[src/rtl/bank_pkg.sv]
// Shared bank definitions: opcodes, request field widths and the request payload struct.
// Imported by the bank-side arbiters and the bank top.
package bank_pkg;

    localparam logic [1:0] OP_READ  = 2'b00;
    localparam logic [1:0] OP_WRITE = 2'b01;

    localparam int unsigned ADDR_HI   = 31;
    localparam int unsigned ADDR_LO   = 4;
    localparam int unsigned ADDR_W    = ADDR_HI - ADDR_LO + 1;
    localparam int unsigned DATA_W    = 128;
    localparam int unsigned WBUF_ID_W = 8;

    typedef struct packed {
        logic [1:0]           opcode;
        logic [ADDR_W-1:0]    addr;
        logic [DATA_W-1:0]    data;
        logic [WBUF_ID_W-1:0] wbuffer_id;
    } bank_req_t;

endpackage : bank_pkg

[src/rtl/rr_arbiter.sv]
// Round-robin arbiter: one-hot grant to the first requester after ptr_i (wrapping).
// Ports:
//   req_i      N   request vector
//   ptr_i      W   index of the last winner; scanning starts at ptr_i+1
//   en_i       1   grant enable; no grant when low
//   gnt_o      N   one-hot grant (zero if no request or disabled)
//   gnt_idx_o  W   encoded index of the granted requester
// N must be a power of two so the W-bit index wraps naturally.
module rr_arbiter #(
    parameter int unsigned N = 4,
    parameter int unsigned W = 2
) (
    input  logic [N-1:0] req_i,
    input  logic [W-1:0] ptr_i,
    input  logic         en_i,
    output logic [N-1:0] gnt_o,
    output logic [W-1:0] gnt_idx_o
);

    // Priority scan from ptr_i+1 to ptr_i; the first hit wins.
    always_comb begin
        logic         found;
        logic [W-1:0] cand;
        gnt_o     = '0;
        gnt_idx_o = '0;
        found     = 1'b0;
        cand      = '0;
        for (int k = 1; k <= int'(N); k++) begin
            cand = ptr_i + W'(k);
            if (en_i && !found && req_i[cand]) begin
                found        = 1'b1;
                gnt_o[cand]  = 1'b1;
                gnt_idx_o    = cand;
            end
        end
    end

endmodule : rr_arbiter

[src/rtl/xbar_bank_arbiter.sv]
// Shares one bank HTU request port between NUM_CH crossbar channels.
// Round-robin grant into a single registered output stage with valid/allowIn
// handshake; per-channel read credits limit outstanding reads to MAX_RD.
// Ports:
//   clk_i, rst_i (async, active-low)
//   xbar_ch_valid_i/opcode_i/addr_i/data_i/wbuffer_id_i  per-channel request (flattened)
//   xbar_ch_ready_o      one-hot accept, combinational from valid
//   bank_valid_o, bank_allowIn_i, bank_ch_id_o, bank_opcode_o, bank_addr_o,
//   bank_data_o, bank_wbuffer_id_o                        registered output stage
//   bank_rtn_valid_i, bank_rtn_ch_id_i                    read-data return (credit release)
//   credit_full_o        channel has MAX_RD reads outstanding
//   err_o                sticky: return seen with a zero count
// Optional (macro XBAR_BANK_ARB_PERF_EN): perf_grant_cnt_o, perf_stall_cnt_o.
module xbar_bank_arbiter
    import bank_pkg::*;
#(
    parameter int unsigned NUM_CH = 4,
    parameter int unsigned MAX_RD = 4,
    parameter int unsigned CH_W   = 2
) (
    input  logic                        clk_i,
    input  logic                        rst_i,
    input  logic [NUM_CH-1:0]           xbar_ch_valid_i,
    output logic [NUM_CH-1:0]           xbar_ch_ready_o,
    input  logic [2*NUM_CH-1:0]         xbar_ch_opcode_i,
    input  logic [ADDR_W*NUM_CH-1:0]    xbar_ch_addr_i,
    input  logic [DATA_W*NUM_CH-1:0]    xbar_ch_data_i,
    input  logic [WBUF_ID_W*NUM_CH-1:0] xbar_ch_wbuffer_id_i,
    output logic                        bank_valid_o,
    input  logic                        bank_allowIn_i,
    output logic [CH_W-1:0]             bank_ch_id_o,
    output logic [1:0]                  bank_opcode_o,
    output logic [ADDR_W-1:0]           bank_addr_o,
    output logic [DATA_W-1:0]           bank_data_o,
    output logic [WBUF_ID_W-1:0]        bank_wbuffer_id_o,
    input  logic                        bank_rtn_valid_i,
    input  logic [CH_W-1:0]             bank_rtn_ch_id_i,
    output logic [NUM_CH-1:0]           credit_full_o,
    output logic                        err_o
`ifdef XBAR_BANK_ARB_PERF_EN
    ,
    output logic [16*NUM_CH-1:0]        perf_grant_cnt_o,
    output logic [15:0]                 perf_stall_cnt_o
`endif
);

    localparam int unsigned CNT_W = 3;

    logic                         bank_valid_q;
    bank_req_t                    req_q;
    logic [CH_W-1:0]              ch_id_q;
    logic [CH_W-1:0]              ptr_q;
    logic [NUM_CH-1:0][CNT_W-1:0] cnt_q, cnt_d;
    logic                         err_q, err_d;

    logic [NUM_CH-1:0] elig_c;
    logic [NUM_CH-1:0] gnt_c;
    logic [CH_W-1:0]   gnt_idx_c;
    logic              any_gnt_c;
    logic              load_c;
    bank_req_t         sel_req_c;

    // Stage can take a new request when empty or draining this cycle.
    assign load_c = !bank_valid_q || bank_allowIn_i;

    // Eligibility uses the registered count, so a same-cycle return does not unblock.
    always_comb begin
        elig_c = '0;
        for (int i = 0; i < int'(NUM_CH); i++) begin
            elig_c[i] = xbar_ch_valid_i[i] &&
                        ((xbar_ch_opcode_i[2*i +: 2] != OP_READ) ||
                         (cnt_q[i] < CNT_W'(MAX_RD)));
        end
    end

    rr_arbiter #(
        .N (NUM_CH),
        .W (CH_W)
    ) u_rr (
        .req_i     (elig_c),
        .ptr_i     (ptr_q),
        .en_i      (load_c),
        .gnt_o     (gnt_c),
        .gnt_idx_o (gnt_idx_c)
    );

    assign any_gnt_c       = |gnt_c;
    assign xbar_ch_ready_o = gnt_c;

    // One-hot payload mux.
    always_comb begin
        sel_req_c = '0;
        for (int i = 0; i < int'(NUM_CH); i++) begin
            if (gnt_c[i]) begin
                sel_req_c.opcode     = xbar_ch_opcode_i[2*i +: 2];
                sel_req_c.addr       = xbar_ch_addr_i[ADDR_W*i +: ADDR_W];
                sel_req_c.data       = xbar_ch_data_i[DATA_W*i +: DATA_W];
                sel_req_c.wbuffer_id = xbar_ch_wbuffer_id_i[WBUF_ID_W*i +: WBUF_ID_W];
            end
        end
    end

    // Output stage and round-robin pointer.
    always_ff @(posedge clk_i or negedge rst_i) begin
        if (!rst_i) begin
            bank_valid_q <= 1'b0;
            req_q        <= '0;
            ch_id_q      <= '0;
            ptr_q        <= CH_W'(NUM_CH - 1);
        end else if (load_c) begin
            bank_valid_q <= any_gnt_c;
            if (any_gnt_c) begin
                req_q   <= sel_req_c;
                ch_id_q <= gnt_idx_c;
                ptr_q   <= gnt_idx_c;
            end
        end
    end

    // Credit update: grant of a READ adds, return subtracts, both cancel.
    always_comb begin
        logic inc;
        logic dec;
        cnt_d = cnt_q;
        err_d = err_q;
        inc   = 1'b0;
        dec   = 1'b0;
        for (int i = 0; i < int'(NUM_CH); i++) begin
            inc = gnt_c[i] && (xbar_ch_opcode_i[2*i +: 2] == OP_READ);
            dec = bank_rtn_valid_i && (bank_rtn_ch_id_i == CH_W'(i));
            if (inc && !dec) begin
                cnt_d[i] = cnt_q[i] + CNT_W'(1);
            end else if (dec && !inc) begin
                if (cnt_q[i] == '0) begin
                    err_d = 1'b1;
                end else begin
                    cnt_d[i] = cnt_q[i] - CNT_W'(1);
                end
            end
        end
    end

    always_ff @(posedge clk_i or negedge rst_i) begin
        if (!rst_i) begin
            cnt_q <= '0;
            err_q <= 1'b0;
        end else begin
            cnt_q <= cnt_d;
            err_q <= err_d;
        end
    end

    always_comb begin
        credit_full_o = '0;
        for (int i = 0; i < int'(NUM_CH); i++) begin
            credit_full_o[i] = (cnt_q[i] == CNT_W'(MAX_RD));
        end
    end

    assign bank_valid_o      = bank_valid_q;
    assign bank_ch_id_o      = ch_id_q;
    assign bank_opcode_o     = req_q.opcode;
    assign bank_addr_o       = req_q.addr;
    assign bank_data_o       = req_q.data;
    assign bank_wbuffer_id_o = req_q.wbuffer_id;
    assign err_o             = err_q;

`ifdef XBAR_BANK_ARB_PERF_EN
    logic [NUM_CH-1:0][15:0] perf_gnt_q;
    logic [15:0]             perf_stall_q;

    // Saturating grant and back-pressure counters.
    always_ff @(posedge clk_i or negedge rst_i) begin
        if (!rst_i) begin
            perf_gnt_q   <= '0;
            perf_stall_q <= '0;
        end else begin
            for (int i = 0; i < int'(NUM_CH); i++) begin
                if (gnt_c[i] && (perf_gnt_q[i] != 16'hFFFF)) begin
                    perf_gnt_q[i] <= perf_gnt_q[i] + 16'd1;
                end
            end
            if (bank_valid_q && !bank_allowIn_i && (perf_stall_q != 16'hFFFF)) begin
                perf_stall_q <= perf_stall_q + 16'd1;
            end
        end
    end

    assign perf_grant_cnt_o = perf_gnt_q;
    assign perf_stall_cnt_o = perf_stall_q;
`endif

endmodule : xbar_bank_arbiter

[config.mk]
export PLATFORM = sky130hd
export DESIGN_NAME = xbar_bank_arbiter
export DESIGN_NICKNAME = d
export VERILOG_FILES = /design/src/rtl/bank_pkg.sv /design/src/rtl/rr_arbiter.sv /design/src/rtl/xbar_bank_arbiter.sv
export SDC_FILE = /design/constraint.sdc
export NUM_CORES = 1
export LEC_CHECK = 0
export ABC_CLOCK_PERIOD_IN_PS = 4400
export CAP_MARGIN = 20
export CELL_PAD_IN_SITES_DETAIL_PLACEMENT = 0
export CELL_PAD_IN_SITES_GLOBAL_PLACEMENT = 1
export CORE_AREA = 10 10 323 325
export CTS_CLUSTER_DIAMETER = 120
export DETAILED_ROUTE_END_ITERATION = 10
export DIE_AREA = 0 0 333 335
export GPL_TIMING_DRIVEN = 0
export PLACE_DENSITY = 0.56
export SYNTH_ARGS = -nofsm -noshare
export SYNTH_HDL_FRONTEND = slang
export SYNTH_SLANG_ARGS = --single-unit
[constraint.sdc]
create_clock -name clk_i -period 4.4 [get_ports clk_i]
set_input_delay 0.88 -clock clk_i [delete_from_list [all_inputs] [get_ports clk_i]]
set_output_delay 0.88 -clock clk_i [all_outputs]
set_load 0.005 [all_outputs]
## After elaboration in Yosys (flattened, before gate mapping)

Index checks and enable logic that the tools add are counted.
W data, S select, Z words.

- $add $sub $neg: 11
- Order comparisons: 12
- Eq/ne operators: 11
- Multiplexer cells: 55
- Bitwise logic cells: 3
- Reductions and logical operators: 71

Operator list:

| operator | number |
|---|---|
| $mux W166 | 4 |
| $mux W3 | 12 |
| $logic_and A1 B1 Y1 | 31 |
| $mux W1 | 23 |
| $mux W4 | 4 |
| $reduce_bool A2 Y1 | 8 |
| $add A3 B1 Y3 const B | 4 |
| $eq A3 B3 Y1 const B | 4 |
| $logic_not A1 Y1 | 12 |
| $logic_not A3 Y1 | 4 |
| $lt A2 B3 Y1 const B | 4 |
| $lt A3 B3 Y1 const B | 4 |
| $or A4 B4 Y4 | 3 |
| $sub A3 B1 Y3 const B | 4 |
| $logic_not A2 Y1 | 5 |
| $reduce_and A2 Y1 | 5 |
| $bmux W1 S2 | 4 |
| $demux W1 S2 | 4 |
| $ge A2 B1 Y1 const B | 4 |
| $mux W2 | 4 |
| $ne A2 B2 Y1 const B | 4 |
| $logic_or A1 B1 Y1 | 5 |
| $add A2 B2 Y2 const B | 2 |
| $eq A2 B2 Y1 const B | 2 |
| 3 further kinds | 3 |

- Bits in registers: 184
- Bits of input ports: 674
- Output and inout port bits: 178
- Word-level logic and storage cells: 175

## Logic depth before layout (Yosys ltp)

Gate-level depths: netlist (run 1).

- Depth after elaboration: 33
- Gate-level depth with buffers: 22
- Gate-level depth less buffers: 15

## Cells and area by module

From an unflattened synthesis (run 1), not the netlist that was laid out.

- Cells, all modules: 1202
- Area total of the unflattened synthesis: 11239.5 µm²

By module, submodules not included:

| module | instances | cells an instance | area an instance (µm²) | sequential area each (µm²) |
|---|---|---|---|---|
| xbar_bank_arbiter | 1 | 1119 | 10636.5 | 4606.9 |
| rr_arbiter | 1 | 83 | 603.1 | 0.0 |

## Worst setup path after synthesis (run 1)

Ideal clock, no wire load.

- Kind: input -> register
- Start: in xbar_ch_opcode_i[3]
- End: reg cnt_q[8] (netlist bit)
- Setup time: 128 ps
- Data arrival time: 4592 ps
- Required time: 4272 ps
- Slack: -321 ps
- Stages: 17
- Buffers on the path: 4
- Cell sequence: or3b_2 and2_1 mux4_2 nor3b_2 a221oi_1 buf_2 clkbuf_1 clkbuf_1 or3_1 inv_1 ha_1 clkbuf_1 inv_1 fa_1 xor2_1 o21ai_0 o31ai_1

- Word-level cells in the longest chain between the ends: 24
- Elaborated cells on any way between the ends: 39
- Classes of those cells: eq/ne (1); mux (16); bitwise (3); reduce/logical (19)

RTL lines:

| element | RTL line | text |
|---|---|---|
| from (decl) | xbar_bank_arbiter.sv:25 | `input logic [2*NUM_CH-1:0] xbar_ch_opcode_i,` |
| $reduce_bool A2 Y1 (*) | xbar_bank_arbiter.sv:71 | `((xbar_ch_opcode_i[2*i +: 2] != OP_READ) \|\|` |
| $logic_or A1 B1 Y1 (*) | xbar_bank_arbiter.sv:71 |  |
| $logic_and A1 B1 Y1 (*) | xbar_bank_arbiter.sv:70 | `elig_c[i] = xbar_ch_valid_i[i] &&` |
| $bmux W1 S2 | rr_arbiter.sv:30 | `if (en_i && !found && req_i[cand]) begin` |
| $mux W1 (not written as such) | rr_arbiter.sv:30 |  |
| $logic_and A1 B1 Y1 | rr_arbiter.sv:30 |  |
| $mux W1 | rr_arbiter.sv:30 |  |
| $logic_not A1 Y1 | rr_arbiter.sv:30 |  |
| [... 7 more ...] | - |  |
| $logic_not A1 Y1 | rr_arbiter.sv:30 |  |
| $logic_and A1 B1 Y1 (2 in a row) | rr_arbiter.sv:30 |  |
| $mux W4 (*) | rr_arbiter.sv:30 |  |
| $logic_and A1 B1 Y1 (*) | xbar_bank_arbiter.sv:129 | `inc = gnt_c[i] && (xbar_ch_opcode_i[2*i +: 2] == OP_READ);` |
| $logic_not A1 Y1 | xbar_bank_arbiter.sv:133 | `end else if (dec && !inc) begin` |
| $logic_and A1 B1 Y1 | xbar_bank_arbiter.sv:133 |  |
| $reduce_bool A2 Y1 (no source line) | - |  |
| $reduce_and A2 Y1 (no source line) | - |  |
| to (signal assigned) | xbar_bank_arbiter.sv:148 | `cnt_q <= cnt_d;` |
| to (decl) | xbar_bank_arbiter.sv:53 | `logic [NUM_CH-1:0][CNT_W-1:0] cnt_q, cnt_d;` |

Every way passes the cells marked *; elsewhere a longest branch is shown, timed or not. The select of a mux whose other input is x is not followed.
A chain may end at the register's enable or synchronous reset.

## Worst setup path after layout (run 1)

- Start: in xbar_ch_opcode_i[3]
- End: reg req_q (netlist bit bank_data_o[43])

- Word-level cells in the longest chain between the ends: 23
- Elaborated cells on any way between the ends: 37
- Classes of those cells: mux (19); bitwise (3); reduce/logical (15)

RTL lines:

| element | RTL line | text |
|---|---|---|
| $reduce_bool A2 Y1 (*) | xbar_bank_arbiter.sv:71 |  |
| $logic_or A1 B1 Y1 (*) | xbar_bank_arbiter.sv:71 |  |
| $logic_and A1 B1 Y1 (*) | xbar_bank_arbiter.sv:70 |  |
| $bmux W1 S2 | rr_arbiter.sv:30 |  |
| $mux W1 (not written as such) | rr_arbiter.sv:30 |  |
| $logic_and A1 B1 Y1 | rr_arbiter.sv:30 |  |
| $mux W1 | rr_arbiter.sv:30 |  |
| $logic_not A1 Y1 | rr_arbiter.sv:30 |  |
| $logic_and A1 B1 Y1 (2 in a row) | rr_arbiter.sv:30 |  |
| $mux W1 | rr_arbiter.sv:30 |  |
| $logic_not A1 Y1 | rr_arbiter.sv:30 |  |
| $logic_and A1 B1 Y1 (2 in a row) | rr_arbiter.sv:30 |  |
| $mux W1 | rr_arbiter.sv:30 |  |
| $logic_not A1 Y1 | rr_arbiter.sv:30 |  |
| $logic_and A1 B1 Y1 (2 in a row) | rr_arbiter.sv:30 |  |
| $mux W4 (*) | rr_arbiter.sv:30 |  |
| $mux W166 (4 in a row) | xbar_bank_arbiter.sv:94 | `if (gnt_c[i]) begin` |
| to (signal assigned) | xbar_bank_arbiter.sv:113 | `req_q <= sel_req_c;` |
| to (decl) | xbar_bank_arbiter.sv:50 | `bank_req_t req_q;` |

Marks and branches as above.

==> results.cfg, run 1 <==
[layout]
multi_input_area_sq_um = 6630
fin_area_sq_um = 23500
final_cell_mix = clkdlybuf4s50_1, nor2_1, nand2_1, dfrtp_1, nand3_1
fillers = 10700
seqCellArea_sq_um = 4610
area_growth_syn_to_layout_pct = 99.2
final_util_pct = 24.1
final_common_cell = clkdlybuf4s50_1
layout.nets = 2968
layout-drive-gt1-share_pct = 10.3
finalNonFillerCells = 3587

[floorplanning]
start_util_pct = 12.1
fp.dieH_microns = 335
dieWidth_microns = 333
core.rowCount = 115
core_sq_um = 97800
die-area_sq_um = 112000
boundaryPins = 852

[setup_path]
required_ps = 4850
cp_slowest_cell = buf_1
path_delay_family = buffers and inverters
crit_chain = clkbuf_4 > or3b_4 > and2_1 > mux4_2 > buf_4 > nor3b_4 > buf_4 > a211o_1 > buf_12 > buf_12 > buf_4 > buf_1 > nand3_1 > a311oi_1 > a221o_1
path_class = input port to flop
end_kind = flop
worstPathArrival_ps = 4750
crit_fanout = 10
critPathLaunchType = input port
cp.buffers_inverters = 7
crit_top_cell = buf_4
slowest_delay_ps = 490

[drt]
highest_layer = met5
drt-initial-drc-count = 1218
wl_met2_microns = 52500
routed-via-count = 15900
ant_nets = 0
avgRoutedWirePerCell_microns = 29.2
drt_first_pass_iters = 5
finalWirelength_microns = 105000
dr_wl_met3_microns = 9340
drc = 0
wl_met1_microns = 40700
via_per_inst = 4.44

[synth]
ys_ff_latch = 184
yosys.area.top_type = dfrtp_1
seq_area_frac_synth_pct = 39.0
synth-edff-count = 0
ys.flop_type = dfrtp_1
yosysUniqueCellTypes = 56
synthArstFlopShare_pct = 100
synth.top_cell.area_share_pct = 38.5
ys.warnings.count = 0
synth_area_sq_um = 11800
synth.top_cells.by_area = dfrtp_1, a221o_1, a311oi_1
syn_inst = 1366
avgSynthCellArea_sq_um = 8.65
syn_nets = 2059

[sta]
timing.final.crit_period_ps = 4290
fin_crit_sh_pct = 97.5
finClkSkew_ps = 17.4
worstMarginPinSlew_ps = 916
finalHoldViolations = 0
finalSetupViolations = 0
slew_headroom_pct = 38.9
fin_setup_tns_ps = 0
max_freq_ghz = 0.233
drv_slew = 0
rsz0062_at_grt = yes

[global_routing]
track_usage_pct = 17.9
grt_pass1_vias = 16700
globalRouteOverflowTotal = 0
grt_max_degree = 89
grt_antenna_before_repair = 37
grt_pass1_wl_microns = 140000

[power_and_ir_drop]
power_density_nw_per_um2 = 937
ir_worst_vdd_v = 0.000440
p_leak_uw = 0.00874
power.total_uw = 22100

[clocking]
cts_max_level = 4
cts-buffers-inserted = 17
clockRootBuffer = clkbuf_16
cts_buffer_depth = 2
cts_tree = yes
cts_hold_buffers = 0
clk_latency_ps = 520
clkTransAtPathRegs_ps = 80
clock-sinks = 184

[flow_run]
max_cap_violations = 0

[placed_design]
numPortBuffers = 851
dp_hpwl_microns = 86400
dpl-instance-area_sq_um = 22300
gp_routability_congestion = 0.869
place_inst = 3516

[run_status]
status = finished clean

[min_path]
worstHoldPathType = input port to async pin
==> cells in the mapped netlist (5+ instances only) <==
library cell / count
nor2_1: 184
dfrtp_1: 182
nand2_1: 181
nand3_1: 168
a221o_1: 166
a311oi_1: 166
clkbuf_1: 75
buf_2: 62
inv_1: 22
nor3_1: 17
buf_1: 16
ha_1: 15
a21oi_1: 9
o21ai_0: 9
nand2b_1: 8
a21o_1: 6
and2_1: 5
==> report_power, final <==
group | leakage (uW) | internal [uW] | switching [uW]
combinational | 0.00607 | 6650 | 10300
clock | 0.000337 | 1110 | 868
sequential | 0.00233 | 2620 | 552
total | 0.00874 | 10400 | 11700
==> stage by stage <==
step	setup slack [ps]	hold WS (ps)
after floorplan	-9.46	474
after global placement	-6990	496
after detailed placement	-1720	495
after CTS	3.67	89.2
after global routing	-29.5	113
final	108	156
==> cell type report <==
type	count	area share [%]
Antenna cell	13	0.138
Buffer	149	3.58
Clock buffer	19	1.92
Clock inverter	12	0.999
Inverter	26	0.531
Multi-Input combinational cell	1000	28.1
Sequential cell	184	19.6
Tap cell	1287	6.84
Timing Repair Buffer	897	38.3
==> state kept, by name, summed over array words and instances (netlist names) <==
register and flops:
cnt_q 12, ptr_q 2, bank_opcode_o 2, bank_wbuffer_id_o 8
bank_valid_o 1, bank_addr_o 28, err_o 1, bank_data_o 128
bank_ch_id_o 2
==> per-layer routing <==
layer | vias up | GRT usage (%)
met5 | - | 0
met4 | 14 | 5.08
met3 | 106 | 6.92
li1 | 7135 | -
met1 | 7871 | 20.0
met2 | 796 | 31.2
==> cells by family (layout without fill, tap and decap cells) <==
kind of cell | Yosys count | in the layout | share of synthesized area [%]
compound gates | 389 | 389 | 29.9
xor+xnor | 3 | 3 | 0.222
other cells | 0 | 13 | 0
simple gates | 586 | 586 | 21.5
fa+ha+maj | 19 | 19 | 2.27
mux | 3 | 3 | 0.476
flops | 184 | 184 | 39.0
buf+inv | 182 | 1103 | 6.62
==> worst paths after layout <==
check / startpoint / to / slack, ps / depth (start not counted)
min: rst_i / bank_data_o[119]$_DFFE_PN0P_ / 160 / 1
max in group asynchronous: rst_i / cnt_q[8]$_DFFE_PN0P_ / 2960 / 3
max: xbar_ch_opcode_i[3] / bank_data_o[43]$_DFFE_PN0P_ / 110 / 15
min reg2reg: bank_data_o[98]$_DFFE_PN0P_ / bank_data_o[98]$_DFFE_PN0P_ / 520 / 1
min in group clk_i: bank_data_o[98]$_DFFE_PN0P_ / bank_data_o[98]$_DFFE_PN0P_ / 520 / 1
max reg2reg: ptr_q[1]$_DFFE_PN1P_ / bank_data_o[43]$_DFFE_PN0P_ / 200 / 17
==> timing repair <==
item	4_1_cts	5_1_grt
gates cloned	0	1
setup buffers	21	12
endpoints found under the setup margin	188	122
pin swaps	7	6
resized for setup	104	63
Power figures use the tool's default switching activity.
==> run 2, diff against run 1 <==
--- a/config.mk
+++ b/config.mk
@@ -6,7 +6,6 @@
 export NUM_CORES = 1
 export LEC_CHECK = 0
 export ABC_CLOCK_PERIOD_IN_PS = 4400
-export CAP_MARGIN = 20
 export CELL_PAD_IN_SITES_DETAIL_PLACEMENT = 0
 export CELL_PAD_IN_SITES_GLOBAL_PLACEMENT = 1
 export CORE_AREA = 10 10 323 325
==> run 2 against run 1 <==
  * Final area decreased by 0.91%
  * First-iteration DRC count decreased by 6.8%
  * Routed wire length increased by 0.45%
  * Sequential share of layout area increased by 0.18 points
  * Combinational power about the same
  * Highest routed layer unchanged
  * Die area unchanged
  * Largest power group unchanged
  * Non-clock buffer count decreased by 6
  * Largest cell class unchanged
  * Sequential power about the same
  * Via count increased by 0.67%
==> results.cfg, run 2 (synthesized netlist as in run 1, its figures left out) <==
[flow_run]
max_cap_violations = 0

[layout]
largest_reg_flops = 128
layout-drive-gt1-share_pct = 10.2
final_cell_mix = clkdlybuf4s50_1, nor2_1, nand2_1, dfrtp_1, nand3_1
final_common_cell = clkdlybuf4s50_1
finalNonFillerCells = 3586
area_growth_syn_to_layout_pct = 97.4
layout.nets = 2962

[power_and_ir_drop]
switching_share_pct = 54.2
switchingPower_uw = 11700
ir_worst_vdd_v = 0.000446
power.internal_uw = 9850
p_leak_uw = 0.00864
pwr-share-seq_pct = 14.7
pwr-share-clk_pct = 8.1
p_comb_share_pct = 77.2
power_density_nw_per_um2 = 922

[run_status]
status = finished clean

[drt]
routed-via-count = 16000
ant_nets = 0
via_per_inst = 4.47
avgRoutedWirePerCell_microns = 29.3
drc = 0
finalWirelength_microns = 105000
drt-initial-drc-count = 1135
drt_first_pass_iters = 5

[floorplanning]
boundaryPins = 852
fp.dieH_microns = 335
start_util_pct = 12.1
core_sq_um = 97800
dieWidth_microns = 333
core.rowCount = 115
die-area_sq_um = 112000

[clocking]
cts_max_level = 4
clk_latency_ps = 520
clkTransAtPathRegs_ps = 80
cts_tree = yes
clockRootBuffer = clkbuf_16
clock-sinks = 184
cts-buffers-inserted = 17
cts_buffer_depth = 2
cts_hold_buffers = 0

[sta]
setup_ws_ps = 69.8
finClkSkew_ps = 15.3
fin_crit_sh_pct = 98.4
drv_slew = 0
slew_headroom_pct = 14.9
finalSetupViolations = 0
timing.final.crit_period_ps = 4330
rsz0062_at_grt = yes
worstMarginPinSlew_ps = 1280
finalHoldViolations = 0
max_freq_ghz = 0.231

[setup_path]
worstPathArrival_ps = 3450
crit_fanout = 8
ff2ff_path_depth = 18
rrSetupSlack_ps = 120
critPathLaunchType = input port
reg2reg_from = ptr_q[1]$_DFFE_PN1P_
end_kind = output pin
r2r_end = bank_data_o[124]$_DFFE_PN0P_
required_ps = 3520
crit_start = xbar_ch_opcode_i[7]
path_class = input port to output pin

[placed_design]
gp_routability_congestion = 0.869
dp_slack_ps = -2170
numPortBuffers = 851
place_inst = 3506
dp_hpwl_microns = 85900

[global_routing]
grt_max_degree = 89
grt_antenna_before_repair = 42
grt_pass1_wl_microns = 141000
globalRouteOverflowTotal = 0
grt_pass1_vias = 16700
track_usage_pct = 18.0

[min_path]
worstHoldPathType = input port to async pin
==> run 2: critical path: stages <==
cell	delay (ps)
dlygate4sd2_1	360
nor3b_4	280
nor2b_1	80
mux4_2	520
buf_4	170
or4b_4	500
and3_4	240
inv_16	100
buf_12	100
clkdlybuf4s15_2	200
==> run 2: layout make-up <==
cell class | instances | area [sq um]
Timing Repair Buffer | 891 | 8880
Multi-Input combinational cell | 1000 | 6640
Inverter | 26 | 124
Buffer | 149 | 848
Clock inverter | 13 | 143
Fill cell | 10800 | 74500
Tap cell | 1287 | 1610
Sequential cell | 184 | 4610
Antenna cell | 18 | 45.0
Clock buffer | 18 | 439
==> run 2: worst max-delay path by stage <==
stage / endpoint / depth (start not counted)
global route: cnt_q[8]$_DFFE_PN0P_ / 18
detailed placement: bank_data_o[8]$_DFFE_PN0P_ / 13
floorplan: cnt_q[4]$_DFFE_PN0P_ / 14
CTS: xbar_ch_ready_o[1] / 14
finish: xbar_ch_ready_o[1] / 10
global placement: bank_ch_id_o[0]$_DFFE_PN0P_ / 1
==> run 2: metal layers <==
| layer | wire, microns | track usage (%) |
|---|---|---|
| met3 | 10700 | 7.20 |
| met4 | 2340 | 5.23 |
| met5 | 96 | 0 |
| met1 | 39600 | 19.9 |
| met2 | 52400 | 31.3 |
==> run 2: repair_timing <==
action	CTS	global route
gates cloned	0	1
setup endpoints to repair	188	177
pin swaps	6	6
gates resized for setup	109	59
setup buffers	23	14
==> run 2: stage by stage <==
stage,power (uW),hold WS (ps),util [%],setup TNS (ps),cell area [sq um]
floorplan,11200,474,-,-9.46,11900
global placement,19100,496,22.5,-1573950,22000
detailed placement,19100,494,22.6,-304990,22100
CTS,21600,101,23.6,-35.8,23100
global route,22900,111,23.8,-67.6,23300
finish,21500,152,23.8,0,23300
==> run 2: power groups by stage <==
| stage | clock (uW) | sequential (uW) | combinational, uW |
|---|---|---|---|
| floorplan | 0 | 3110 | 8050 |
| global placement | 0 | 3180 | 16000 |
| detailed placement | 0 | 3160 | 16000 |
| CTS | 1800 | 3150 | 16600 |
| global route | 1850 | 3250 | 17800 |
| finish | 1730 | 3170 | 16600 |
==> run 3, diff against run 2 <==
--- a/config.mk
+++ b/config.mk
@@ -14,6 +14,7 @@
 export DIE_AREA = 0 0 333 335
 export GPL_TIMING_DRIVEN = 0
 export PLACE_DENSITY = 0.56
+export SLEW_MARGIN = 5
 export SYNTH_ARGS = -nofsm -noshare
 export SYNTH_HDL_FRONTEND = slang
 export SYNTH_SLANG_ARGS = --single-unit
==> run 3 against run 2 <==
  * Clock-buffer cell count is the same
  * Non-clock buffer count grew 1
  * Sequential power is essentially flat
  * Clock power grew 4%
  * Sequential cell count is the same
  * Core utilization is essentially flat
  * Critical path type is now input port to flop
  * Largest cell class unchanged
==> results.cfg, run 3 (synthesized netlist as in run 1, its figures left out) <==
[clocking]
clockRootBuffer = clkbuf_16
cts_max_level = 4
clock-sinks = 184
cts-buffers-inserted = 17
clkTransAtPathRegs_ps = 80
cts_buffer_depth = 2
cts_tree = yes
cts_hold_buffers = 0
clk_latency_ps = 530

[placed_design]
dp_hpwl_microns = 85900
gp_routability_congestion = 0.869
numPortBuffers = 851
place_inst = 3506
dpl-instance-area_sq_um = 22100

[sta]
finalHoldViolations = 0
rsz0062_at_grt = yes
timing.final.crit_period_ps = 4350
slew_headroom_pct = 28.5
fin_setup_tns_ps = 0
max_freq_ghz = 0.230
fin_hold_ws_ps = 154
worstMarginPinSlew_ps = 1070
drv_slew = 0
finClkSkew_ps = 17.1
finalSetupViolations = 0
fin_crit_sh_pct = 98.9

[drt]
finalWirelength_microns = 106000
drt-initial-drc-count = 1260
routed-via-count = 16100
drt_first_pass_iters = 5
drc = 0
ant_nets = 0
avgRoutedWirePerCell_microns = 29.6
via_per_inst = 4.51

[layout]
fin_area_sq_um = 23400
layout-drive-gt1-share_pct = 10.1
fillers = 10900
area_growth_syn_to_layout_pct = 97.7
finalNonFillerCells = 3573
final_cell_mix = clkdlybuf4s50_1, nor2_1, dfrtp_1
layout.nets = 2963
final_common_cell = clkdlybuf4s50_1
largest_reg_flops = 128

[power_and_ir_drop]
power_density_nw_per_um2 = 925
ir_worst_vdd_v = 0.000462
p_leak_uw = 0.00865
power.total_uw = 21600

[setup_path]
critPathLaunchType = input port
crit_start = xbar_ch_opcode_i[7]
crit_fanout = 10
path_class = input port to flop
reg2reg_from = ptr_q[0]$_DFFE_PN1P_
end_kind = flop
r2r_end = bank_data_o[43]$_DFFE_PN0P_
ff2ff_path_depth = 14
crit_path_end = bank_data_o[43]$_DFFE_PN0P_
rrSetupSlack_ps = 90
required_ps = 4860
worstPathArrival_ps = 4820

[floorplanning]
die-area_sq_um = 112000
start_util_pct = 12.1
fp.dieH_microns = 335
dieWidth_microns = 333
boundaryPins = 852
core_sq_um = 97800
core.rowCount = 115

[run_status]
status = finished clean

[global_routing]
track_usage_pct = 18.1
globalRouteOverflowTotal = 0
grt_antenna_before_repair = 33
grt_pass1_vias = 16800
grt_max_degree = 88
grt_pass1_wl_microns = 143000

[min_path]
worstHoldPathType = input port to async pin

[flow_run]
max_cap_violations = 0
-- run 3: changes by cell type in the layout (fill, tap and decap cells not counted), moves of 2 or more --
cell / delta
diode_2: -14
buf_1: +3
clkbuf_1: +2
clkbuf_4: -2
clkdlybuf4s15_2: -2
clkinv_4: -2
-- run 3: critical path, cell delays in order --
cell and delay (ps):
dlygate4sd2_1 360, nor3b_4 300, nor2b_1 70, mux4_2 510
buf_4 180, nor4_1 330, a211o_1 200, buf_12 140
buf_2 420, buf_1 520, nand3_1 320, a311oi_1 390
a221o_1 150
-- run 3: report_power, final --
part | internal (uW) | leakage (uW) | switching, uW
Sequential | 2620 | 0.00233 | 542
Combinational | 6360 | 0.00603 | 10300
Clock | 914 | 0.000294 | 881
Total | 9890 | 0.00865 | 11700
-- run 3: what timing repair did --
| item | 4_1_cts | 5_1_grt |
|---|---|---|
| setup buffers | 28 | 9 |
| endpoints found under the setup margin | 188 | 128 |
| gates resized for setup | 109 | 50 |
| pin swaps | 7 | 8 |
-- run 3: area by class of cell --
type,count,area [sq um],area share [%]
timing repair buffer,890,8840,37.8
buffer,151,892,3.82
antenna,4,10.0,0.0428
tap,1287,1610,6.89
sequential,184,4610,19.7
multi-input combinational,1000,6690,28.6
clock buffer,18,439,1.88
clock inverter,13,168,0.718
inverter,26,116,0.498
-- run 3: metrics by stage --
stage / util, % / setup slack, ps
2_1_floorplan: - / -9.46
3_3_place_gp: 22.5 / -6990
3_5_place_dp: 22.6 / -2170
4_1_cts: 23.7 / 13.4
5_1_grt: 23.9 / -61.5
6_report: 23.9 / 47.2
-- run 3: worst min-delay path by stage --
stage,start,to,cells after the start
6_report,rst_i,bank_data_o[43]$_DFFE_PN0P_,1
5_1_grt,rst_i,bank_data_o[37]$_DFFE_PN0P_,1
4_1_cts,rst_i,bank_data_o[122]$_DFFE_PN0P_,1
3_5_place_dp,bank_data_o[58]$_DFFE_PN0P_,bank_data_o[58]$_DFFE_PN0P_,1
3_3_place_gp,bank_data_o[24]$_DFFE_PN0P_,bank_data_o[24]$_DFFE_PN0P_,1
2_1_floorplan,bank_ch_id_o[1]$_DFFE_PN0P_,bank_ch_id_o[1]$_DFFE_PN0P_,1
-- run 3: layer usage --
metal | vias up | track usage [%] | wire, microns | part of all wire [%]
met3 | 112 | 5.72 | 8770 | 8.3
met1 | 8120 | 20.8 | 41600 | 39
met2 | 769 | 32.3 | 53100 | 50
met5 | - | 0 | 84 | 0.079
met4 | 12 | 4.10 | 2110 | 2.0
li1 | 7109 | - | - | -
==> RTL change 1, RTL diff (config.mk and constraints of run 2) <==
Build with the macro `XBAR_BANK_ARB_PERF_EN` defined.
--- a/src/rtl/xbar_bank_arbiter.sv
+++ b/src/rtl/xbar_bank_arbiter.sv
@@ -11,6 +11,8 @@
 //   credit_full_o        channel has MAX_RD reads outstanding
 //   err_o                sticky: return seen with a zero count
 // Optional (macro XBAR_BANK_ARB_PERF_EN): perf_grant_cnt_o, perf_stall_cnt_o.
+`define XBAR_BANK_ARB_PERF_EN
+
 module xbar_bank_arbiter
     import bank_pkg::*;
 #(
New outputs: perf_grant_cnt_o and perf_stall_cnt_o. Check against the original RTL: not settled (the Yosys comparison gave no result); the edit may change what the design does.
==> RTL change 1 against run 2 <==
  * Global-route usage up 3.0 points
  * Critical path type unchanged
  * Critical endpoint is now xbar_ch_ready_o[3]
  * Power up 14%
  * Design area up 21%
  * Hold slack better by 0.20 ns
  * Utilization up 5.0 points
  * Highest routed layer unchanged
  * Sequential cell count up 80
  * First-iteration DRC count up 11%
  * Worst setup slack worse by 0.011 ns
  * Fmax down 0.25%
  * Largest cell class unchanged
  * Clock power up 94%
  * Synthesized area up 29%
  * Sequential share of layout area up 3.7 points
  * Wire length up 18%
==> RTL change 1: results (changes against run 2) <==
- Share of layout cells above drive strength 1: 7.975% (-2.2 points)
- Clock skew: 0.03827 ns (+0.02294 ns)
- Ys async rst share: 100.0% (unchanged)
- Filler cells: 10.60k (-2.2%)
- Post-Route WL: 123900 µm (+18%)
- Crit path DAT: 3.46 ns (about the same)
- All-Layer GR Usage: 20.95% (+3.0 points)
- Clk Latency, worst-skew pair: 0.59 ns (+0.07 ns)
- Ranking of synthesized cells by area: dfrtp_1 43%, a221o_1 11%, a311oi_1 9.6%
- CP max FO: 10 (+2)
- Slew @ Worst Pin: 1.312 ns (+0.03573 ns)
- Port Buffers: 931 (+9.4%)
- Post-DP HPWL: 100600 µm (+17%)
- Largest net degree at the start of global routing: 100 (+12%)
- Status: finished clean
- Post-Syn Nets: 2363 (+15%)
- Hold Path Class: in -> async
- Number of flip-flops in the largest register: 128 (unchanged)
- Final nets: 3366 (+14%)
- CTS H-tree depth: 2 (-2)
- Final GP Congestion: 0.8825 (+1.5%)
- Worst IR drop on VDD: 0.5748 mV (+29%)
- CTS buffer count: 39 (+22)
- Vias per Instance: 4.728 (+5.8%)
- Warnings from Yosys: 0 (unchanged)
- Post-synth top area share: 42.92% (+4.4 points)
- First-pass GRT wire length: 165800 µm (+18%)
- Post-Place Worst Slack: -1.949 ns (+0.2170 ns)
- Sequential-to-total area share from yosys stat: 43.26% (+4.3 points)
- Clk root buf: clkbuf_16
- R2R cell count: 14 (-4)
- 1st-iter DRT viols: 1256 (+11%)
- Reg clk slew, reported paths: 0.06 ns (-0.02 ns)
- Synth unique cells: 57 (+1.8%)
- Number of global-route vias before repair: 19.47k (+16%)
- Leakage: 10.78 nW (+25%)
- DRT Pass-1 Iters: 6 (+1)
- Synth cell count leaders: 262 x dfrtp_1, 208 x nand2_1, 207 x nor2_1
- Max Buffers Root-to-Sink: 3 (+1)
==> RTL change 1: critical path, stage by stage <==
cell             delay (ns)
clkdlybuf4s50_1        0.54
nand2_4                0.11
mux4_2                 0.57
nor4b_4                0.18
buf_4                  0.16
buf_4                  0.13
a221oi_4               0.38
inv_4                  0.06
clkbuf_8               0.18
clkdlybuf4s15_1        0.26
==> RTL change 1: kinds of logic (layout without fill, tap and decap cells) <==
family | after synthesis | after routing | share of synthesized area (%)
AND/OR/NAND/NOR | 720 | 720 | 21.37
AO/OA/AOI/OAI | 388 | 388 | 23.15
flip-flops | 264 | 264 | 43.26
buffers and inverters | 184 | 1215 | 4.799
XOR/XNOR | 75 | 75 | 4.300
adder cells (fa/ha/maj) | 24 | 24 | 2.162
multiplexers | 10 | 10 | 0.9582
other | 0 | 15 | 0
==> RTL change 1: metrics by stage <==
step,instance area (µm²),std cells,utilization [%],TNS [ns],hold slack (ns)
final,28220,3998,28.85,0,0.3496
after global routing,28210,3991,28.83,-0.05382,0.3816
after CTS,28070,3974,28.69,-0.006806,0.3531
after detailed placement,26290,3885,26.86,-237.82,0.4721
after global placement,26230,3883,26.80,-3206.03,0.4717
after floorplan,15300,1665,-,0,0.4737
==> RTL change 1: layer usage <==
| metal | global-route usage, % | part of all wire, % |
|---|---|---|
| met1 | 24.87 | 40 |
| met2 | 36.32 | 49 |
| met3 | 6.373 | 8.3 |
| met4 | 5.559 | 2.4 |
| met5 | 0 | 0.098 |
==> RTL change 1: area by class of cell <==
cell class              instances  share of cell area [%]
repair buffers                965                   34.07
multi-input cells            1217                   28.77
flip-flops and latches        264                   23.42
well taps                    1287                   5.706
clock buffers                  57                   4.234
plain buffers                 152                   2.753
clock inverters                12                  0.4655
inverters                      29                  0.4522
diodes                         15                  0.1330
==> RTL change 1: worst paths after layout <==
check | from | slack, ns | end
hold reg to reg | bank_ch_id_o[1] | 0.48 | bank_ch_id_o[1]
min in group clk_i | bank_ch_id_o[1] | 0.48 | bank_ch_id_o[1]
setup / recovery | xbar_ch_valid_i[3] | 0.06 | xbar_ch_ready_o[3]
setup reg to reg | ptr_q[0] | 0.15 | bank_data_o[69]
max in group asynchronous | rst_i | 2.91 | bank_valid_o
hold / removal | rst_i | 0.35 | bank_addr_o[7]
==> RTL change 1: report_power, final <==
group | switching (W) | internal, W
combinational | 0.0106 | 0.00644
clock | 0.00135 | 0.00200
sequential | 0.000694 | 0.00348
==> RTL change 1: repair_timing <==
| action | 4_1_cts | 5_1_grt |
|---|---|---|
| setup buffers | 21 | 11 |
| gates resized for setup | 96 | 30 |
| pin swaps | 9 | 7 |
| hold buffers | 0 | 0 |
| endpoints found under the setup margin | 196 | 152 |
==> RTL change 2, RTL diff (flow settings as in run 2) <==
Without the edit above. Register the output `credit_full_o`, with the module's reset; this adds one clock of latency there. The other outputs are not delayed to match.
--- a/src/rtl/xbar_bank_arbiter.sv
+++ b/src/rtl/xbar_bank_arbiter.sv
@@ -46,6 +46,8 @@
 
     localparam int unsigned CNT_W = 3;
 
+    logic [NUM_CH-1:0] credit_full_d;
+
     logic                         bank_valid_q;
     bank_req_t                    req_q;
     logic [CH_W-1:0]              ch_id_q;
@@ -151,9 +153,9 @@
     end
 
     always_comb begin
-        credit_full_o = '0;
-        for (int i = 0; i < int'(NUM_CH); i++) begin
-            credit_full_o[i] = (cnt_q[i] == CNT_W'(MAX_RD));
+        credit_full_d = '0;
+        for (int i = 0; i < int'(NUM_CH); i++) begin
+            credit_full_d[i] = (cnt_q[i] == CNT_W'(MAX_RD));
         end
     end
 
@@ -190,5 +192,13 @@
     assign perf_stall_cnt_o = perf_stall_q;
 `endif
 
+    always_ff @(posedge clk_i or negedge rst_i) begin
+        if (!rst_i) begin
+            credit_full_o <= '0;
+        end else begin
+            credit_full_o <= credit_full_d;
+        end
+    end
+
 endmodule : xbar_bank_arbiter
 
Check against the original RTL: not settled (the Yosys comparison gave no result); the edit may change what the design does.
==> RTL change 2 against run 2 <==
  * Hold slack better by 0.029 ns
  * Final cell count is 0.31% lower
  * Design area down 0.28%
  * Worst setup slack worse by 0.015 ns
  * First-iteration DRC count shrank 4.1%
  * Power fell by 1.2%
  * Wire length up 0.35%
  * Combinational power down 2%
  * Register-to-register slack improved by 0.06 ns
  * Synthesized area rose by 0.73%
  * Sequential power up 2%
  * Via count about the same
  * Clock power up 6%
  * Sequential cell count grew 4
  * Largest cell class unchanged
==> RTL change 2: results (changes against run 2) <==
- Upper clock frequency limit: 230.1 MHz (-0.35%)
- Multiplexer share of the synthesized area: 0.4729% (-0.0035 points)
- Slew @ Worst Pin: 1.188 ns (-0.08866 ns)
- Leakage: 8.599 nW (-0.45%)
- Post-CTS setup buffer count: 18 (-22%)
- Met1 wire length: 42450 µm (+7.2%)
- Crit path DAT: 3.47 ns (+0.02 ns)
- Post-Place Worst Slack: -2.272 ns (-0.1063 ns)
- Complex-gate fraction of the synthesized area: 29.68% (-0.22 points)
- Share of layout cells above drive strength 1: 8.472% (-1.7 points)
- Clock skew: 0.02325 ns (+0.007921 ns)
- Post-Route WL: 105500 µm (+0.35%)
- Pwr Density: 913.6 nW/µm² (-0.95%)
- Final GP Congestion: 0.8549 (-1.6%)
- Post-Synth XOR/XNOR Area: 0.2207% (-0.0016 points)
- CP max FO: 6 (-2)
- 1st-iter DRT viols: 1088 (-4.1%)
- DR WL met3: 8439 µm (-21%)
- Largest net degree at the start of global routing: 91 (+2.2%)
- Post-DP HPWL: 85710 µm (-0.24%)
- First-pass GRT wire length: 141200 µm (+0.30%)
- Seq pwr: 0.00322 W (+2%)
- Sw Ratio: 53.83% (-0.40 points)
- Status: finished clean
- Dpl cell area: 22170 µm² (+0.43%)
- Sequential-to-total area share from yosys stat: 39.54% (+0.56 points)
- Final nets: 2958 (-0.14%)
- Synth cell count leaders: 186 x dfrtp_1, 184 x nor2_1, 181 x nand2_1
RTL change 2: worst paths after layout:
path	endpoint	startpoint	cells past startpoint
min in group clk_i	bank_ch_id_o[1]	bank_ch_id_o[1]	1
worst min-delay path	bank_data_o[101]	rst_i	1
worst max register to register	bank_data_o[123]	cnt_q[8]	14
worst min register to register	bank_ch_id_o[1]	bank_ch_id_o[1]	1
max in group asynchronous	bank_data_o[39]	rst_i	2
worst max-delay path	xbar_ch_ready_o[1]	xbar_ch_opcode_i[4]	11
RTL change 2: area by class of cell:
| cell class | instances | area (µm²) |
|---|---|---|
| antenna | 10 | 25.02 |
| buffer | 151 | 844.6 |
| clock buffer | 20 | 436.7 |
| clock inverter | 12 | 181.4 |
| fill | 10930 | 74570 |
| inverter | 26 | 113.9 |
| multi-input combinational | 1000 | 6564 |
| sequential | 188 | 4708 |
| tap | 1287 | 1610 |
| timing repair buffer | 881 | 8786 |
